==> config.mk <==
export PLATFORM = sky130hd
export DESIGN_NAME = i2s_rx
export DESIGN_NICKNAME = d
export VERILOG_FILES = /design/src/rtl/i2s_rx.sv
export SDC_FILE = /design/constraint.sdc
export NUM_CORES = 1
export LEC_CHECK = 0
export ABC_AREA = 1
export BUFFER_PORTS_ARGS = -buffer_cell sky130_fd_sc_hd__buf_2
export CAP_MARGIN = 5
export CORE_UTILIZATION = 45
export CTS_CLUSTER_SIZE = 14
export DETAILED_ROUTE_END_ITERATION = 6
export HOLD_SLACK_MARGIN = 0.02
export MAX_ROUTING_LAYER = met4
export PLACE_DENSITY = 0.67
export SLEW_MARGIN = 20
export SYNTH_ARGS = -nofsm -noshare
export SYNTH_HDL_FRONTEND = slang
export SYNTH_SLANG_ARGS = --single-unit
==> constraint.sdc <==
create_clock -name scki -period 1.9 [get_ports scki]
set_input_delay 0.095 -clock scki [delete_from_list [all_inputs] [get_ports scki]]
set_output_delay 0.095 -clock scki [all_outputs]
set_load 0.01 [all_outputs]
==> src/rtl/i2s_rx.sv <==
// 24-bit stereo I2S receiver: oversamples bck/lrck/adata in the scki domain,
// deserializes MSB-first channel words and hands out left/right pairs via valid/ready.
module i2s_rx #(
  parameter int unsigned WIDTH       = 24,
  parameter int unsigned SYNC_STAGES = 2
) (
  input  logic             scki,
  input  logic             rst,
  input  logic             bck,
  input  logic             lrck,
  input  logic             adata,
  input  logic             sample_ready,
  output logic [WIDTH-1:0] left_data,
  output logic [WIDTH-1:0] right_data,
  output logic             sample_valid,
  output logic             overrun,
  output logic             frame_err
);

  localparam int unsigned CW = $clog2(WIDTH + 1);

  typedef enum logic [1:0] {
    IDLE,
    SHIFT,
    PAD
  } state_t;

  state_t                 r_state;
  logic [SYNC_STAGES-1:0] r_bck_sync;
  logic [SYNC_STAGES-1:0] r_lrck_sync;
  logic [SYNC_STAGES-1:0] r_adata_sync;
  logic                   r_bck_d;
  logic                   r_lrck_prev;
  logic                   r_chan;
  logic                   r_left_held;
  logic [CW-1:0]          r_cnt;
  logic [WIDTH-1:0]       r_shreg;
  logic [WIDTH-1:0]       r_left_hold;
  logic [WIDTH-1:0]       r_left_data;
  logic [WIDTH-1:0]       r_right_data;
  logic                   r_valid;
  logic                   r_overrun;
  logic                   r_frame_err;

  logic                   w_bck;
  logic                   w_lrck;
  logic                   w_adata;
  logic                   w_bck_rise;
  logic                   w_ws_edge;
  logic                   w_word_done;
  logic                   w_pair_done;
  logic [WIDTH-1:0]       w_word;

  assign w_bck      = r_bck_sync[SYNC_STAGES-1];
  assign w_lrck     = r_lrck_sync[SYNC_STAGES-1];
  assign w_adata    = r_adata_sync[SYNC_STAGES-1];
  assign w_bck_rise = w_bck & ~r_bck_d;
  assign w_ws_edge  = w_bck_rise & (w_lrck != r_lrck_prev);
  assign w_word     = {r_shreg[WIDTH-2:0], w_adata};

  // Last data bit of a channel: completes a word; a right word completes a pair
  // only when a left word is being held.
  assign w_word_done = (r_state == SHIFT) && w_bck_rise && !w_ws_edge &&
                       (r_cnt == CW'(WIDTH - 1));
  assign w_pair_done = w_word_done && r_chan && r_left_held;

  always_ff @(posedge scki) begin
    if (rst) begin
      r_state      <= IDLE;
      r_bck_sync   <= '0;
      r_lrck_sync  <= '0;
      r_adata_sync <= '0;
      r_bck_d      <= 1'b0;
      r_lrck_prev  <= 1'b0;
      r_chan       <= 1'b0;
      r_left_held  <= 1'b0;
      r_cnt        <= '0;
      r_shreg      <= '0;
      r_left_hold  <= '0;
      r_left_data  <= '0;
      r_right_data <= '0;
      r_valid      <= 1'b0;
      r_overrun    <= 1'b0;
      r_frame_err  <= 1'b0;
    end else begin
      r_bck_sync   <= {r_bck_sync[SYNC_STAGES-2:0], bck};
      r_lrck_sync  <= {r_lrck_sync[SYNC_STAGES-2:0], lrck};
      r_adata_sync <= {r_adata_sync[SYNC_STAGES-2:0], adata};
      r_bck_d      <= w_bck;
      r_frame_err  <= 1'b0;

      if (w_bck_rise) begin
        r_lrck_prev <= w_lrck;
        case (r_state)
          IDLE, PAD: begin
            if (w_ws_edge) begin
              r_state <= SHIFT;
              r_cnt   <= '0;
              r_chan  <= w_lrck;
            end
          end
          SHIFT: begin
            if (w_ws_edge) begin
              r_frame_err <= 1'b1;
              r_left_held <= 1'b0;
              r_cnt       <= '0;
              r_chan      <= w_lrck;
            end else begin
              r_shreg <= w_word;
              r_cnt   <= r_cnt + 1'b1;
              if (w_word_done) begin
                r_state <= PAD;
                if (!r_chan) begin
                  r_left_hold <= w_word;
                  r_left_held <= 1'b1;
                end else begin
                  r_left_held <= 1'b0;
                end
              end
            end
          end
          default: r_state <= IDLE;
        endcase
      end

      // A load in the same cycle as an accept keeps valid high.
      if (w_pair_done) begin
        if (!r_valid || sample_ready) begin
          r_left_data  <= r_left_hold;
          r_right_data <= w_word;
          r_valid      <= 1'b1;
        end else begin
          r_overrun <= 1'b1;
        end
      end else if (r_valid && sample_ready) begin
        r_valid <= 1'b0;
      end
    end
  end

  assign left_data    = r_left_data;
  assign right_data   = r_right_data;
  assign sample_valid = r_valid;
  assign overrun      = r_overrun;
  assign frame_err    = r_frame_err;

endmodule

==> results list <==
- The flow ran to the end, and the final reports show no timing, DRC or antenna violations.
- Of the total synthesized cell area, the portion taken by full adders, half adders and majority gates is 0.00278.
* Routed wire length: 8770 um
- Highest-count cells in the layout ignoring fill and taps: sky130_fd_sc_hd__nand2_1 (167), sky130_fd_sc_hd__nor2_1 (161), sky130_fd_sc_hd__dfxtp_1 (115), sky130_fd_sc_hd__inv_1 (94), sky130_fd_sc_hd__buf_2 (56)
- Post-synthesis compound-gate area fraction: 0.0663
* Vias per std cell: about 4.3
* Crit path cell chain: ha_1, nand2_1, nor3_2, buf_4, nand4_4, buf_12, nor2_1, nor2_1
- After global routing the overflow that remains totals 0.
* Area delta synth->final: 22.2%
- CP max-delay cell: sky130_fd_sc_hd__dfxtp_1
- Antenna violations before repair: 0
* Drt pass-1 iters: 4
- Leakage power of the design: 2.83 nW
* Maximum fanout count along the critical path: 72
- After synthesis the cells add up to between 4000 and 5000 um2.
- Largest family of logic cells by synthesized area: simple AND/OR/NAND/NOR gates
- FMAX: between 500 and 600 MHz
- In this run the tightest slew margin relative to its limit is 0.744.
- Sequential area share after synthesis: 0.512
- Of the total synthesized cell area, the portion taken by AND, OR, NAND and NOR gates is 0.300.
- Post-detailed-route DRC marker count: 0
- Clock net sink count: 115
- The detail route stage leaves a number of antenna-violating nets equal to 0.
- Synthesis handed over a netlist of 648 instances.
- Clock transition time at the flip-flop clock pins of the worst setup and hold paths: 0.05 ns
- Setup repair after global routing left no endpoint under its margin.
- Initial Util: 0.462
* Number of max-capacitance violations reported: 0
* Clock insertion delay at the later pin of the skew report: between 0.5 and 0.6 ns
- Largest net degree at the start of global routing: 97
* Post-route clock period utilization: 0.901
* Global placer's final weighted congestion: 0.831
* Seq cells post-synth: 115
- Arrival time worst endpoint: 2.10 ns
* Final hold viol count: 0
* Endpoints failing setup: 0
* Die footprint: 10400 um2
* Share of synthesized area spent on multiplexers: 0
* Final Total Pwr: 5.40 mW
- Post-Place Cell Area: 4860 um2
* TritonCTS buffer count: 17
- Prior to clock tree synthesis, the placed netlist has a worst setup slack of 0.226 ns.
* Worst Setup Slack, final: 0.188 ns
- Placement Rows: 36
* Synthesized area per cell: 6.94 um2
* Final #Nets: 713
* Transition time at the pin with the least slew margin: 0.385 ns
- The setup path with the least slack is of type reg2reg.
* Final-layout setup total negative slack: 0 ns
- In the final routed layout, each cell accounts on average for between 10 and 15 um.
* Fraction of layout cells with a size suffix above 1: 0.142
* Shortest clock period the worst path allows after layout: 1.71 ns
- Yosys Warn Count: 0
- Dominant cell type by count on the critical path: sky130_fd_sc_hd__nor2_1
- GRT Resource Usage Total: 0.192
- CTS Root Cell: sky130_fd_sc_hd__clkbuf_8
- CP Launch Type: flop
- The number of max-slew violations in the final report is 0.
- Die H: 102 um
- The number of nets in the synthesized netlist is 655.
- For the worst setup path, the data required time is ~2.3 ns.
* Power per standard cell area: 984 nW/um2
- The number of different library cells used by synthesis comes to 22.
- Worst hold slack: 0.402 ns
* First-iteration detailed-routing DRC count: 214
- Maximum clock insertion buffer count: 2
- Antenna Diode Count: 0
- Across the VDD grid, the largest voltage drop is a little over 0.6 mV.
* Wire length of the first global-routing pass: 15000 um
* Total via count in the routed design: between 3000 and 4000
- Detailed placement HPWL: 5410 um
- Count of instances resized after the clock tree is built: 0
- Capturing element type of the critical path: flop
- Post-route clock skew: between 0.007 and 0.008 ns
- Type of the tightest min-delay check: reg2reg
- The largest single stage delay on the critical path is roughly 0.36 ns.
* TritonCTS clock tree: yes
* H-Tree Depth: 4
- Of the total synthesized cell area, the portion taken by XOR and XNOR cells is 0.
* Vias in the first global route: 3385
- I/O pin count: between 50 and 60
- Summing all non-filler instances in the final layout gives an area of 5490 um2.
- The number of setup buffers added after CTS is 0.
* Core area: 9730 um2
- The library cell used most frequently in the layout, excluding fill and tap cells, is sky130_fd_sc_hd__nand2_1.
- Die width: between 100 and 150 um
- Number of port buffers: 56
path summary, 6_finish.rpt:
check / startpoint / endpoint / slack, ns / depth (start not counted)
worst min register to register: r_bck_sync[0]$_SDFF_PP0_ / r_bck_sync[1]$_SDFF_PP0_ / 0.40 / 2
worst max-delay path: r_cnt[1]$_SDFFE_PP0P_ / left_data[12]$_SDFFE_PP0P_ / 0.19 / 8
worst max register to register: r_cnt[1]$_SDFFE_PP0P_ / left_data[12]$_SDFFE_PP0P_ / 0.19 / 8
worst min-delay path: r_bck_sync[0]$_SDFF_PP0_ / r_bck_sync[1]$_SDFF_PP0_ / 0.40 / 2
what timing repair did:
action,in CTS,in global routing
hold endpoints to repair,13,0
hold buffers,8,0
setup endpoints to repair,0,0
per-stage QoR:
step,cells,util
3_3_place_gp,812,0.500
3_5_place_dp,812,0.500
5_1_grt,852,0.564
4_1_cts,852,0.564
2_1_floorplan,648,-
6_report,852,0.564
cells by family after synthesis:
logic type | count (synthesis)
AO/OA/AOI/OAI | 59
AND/OR/NAND/NOR | 345
flip-flops | 115
adder cells (fa/ha/maj) | 1
buffers and inverters | 128
synth_stat cells:
library cell,count,share of area
sky130_fd_sc_hd__nand2_2,1,0.0014
sky130_fd_sc_hd__ha_1,1,0.0028
sky130_fd_sc_hd__nor3_1,1,0.0011
sky130_fd_sc_hd__o21ai_0,26,0.029
sky130_fd_sc_hd__nand3_1,5,0.0056
sky130_fd_sc_hd__buf_2,11,0.012
sky130_fd_sc_hd__nand4_2,1,0.0028
sky130_fd_sc_hd__nor3_2,1,0.0022
sky130_fd_sc_hd__nor2_1,161,0.13
sky130_fd_sc_hd__inv_2,3,0.0025
sky130_fd_sc_hd__nand2_1,167,0.14
sky130_fd_sc_hd__clkbuf_1,11,0.0092
sky130_fd_sc_hd__buf_6,4,0.010
sky130_fd_sc_hd__buf_4,2,0.0033
sky130_fd_sc_hd__inv_1,94,0.079
sky130_fd_sc_hd__a21oi_1,32,0.036
sky130_fd_sc_hd__nand4_1,4,0.0056
sky130_fd_sc_hd__nor2_4,2,0.0050
sky130_fd_sc_hd__o21bai_1,1,0.0017
sky130_fd_sc_hd__nor2_2,2,0.0028
sky130_fd_sc_hd__buf_1,3,0.0025
sky130_fd_sc_hd__dfxtp_1,115,0.51
routing by layer:
layer | wire length (um) | share of wire | track usage | vias to the layer above
li1 | - | - | - | 2028
met1 | 4430 | 0.50 | 0.238 | 1573
met2 | 3850 | 0.44 | 0.291 | 68
met3 | 340 | 0.039 | 0.0451 | 13
met4 | 155 | 0.018 | 0.103 | 0
met5 | 0 | 0 | - | -
report_power, final:
| group | leakage (nW) | internal, mW | switching, mW |
|---|---|---|---|
| clock | 0.266 | 1.82 | 1.06 |
| sequential | 0.927 | 2.42 | 0.00625 |
| combinational | 1.64 | 0.0347 | 0.0620 |
cell type report:
type                       count  area [um2]
fill                         951        4240
multi-input combinational    405        1670
inverter                      97         364
tap                          133         166
clock buffer                  22         463
timing repair buffer          70         443
clock inverter                10        82.6
sequential                   115        2300
critical path: cells and delay by family (launching register included):
family,cells,cell delay [ns]
buffers and inverters,2,0.37
adders and majority gates,1,0.21
DFF,1,0.36
and+or+nand+nor,5,0.60
registers in the layout, summed over array words and instances, names as in the netlist:
signal,cells
frame_err,1
left_data,24
overrun,1
r_adata_sync,2
r_bck_d,1
r_bck_sync,2
r_chan,1
r_cnt,5
r_left_held,1
r_left_hold,24
r_lrck_prev,1
r_lrck_sync,2
r_shreg,23
r_state,2
right_data,24
sample_valid,1
(Power assumes the default switching activity.)
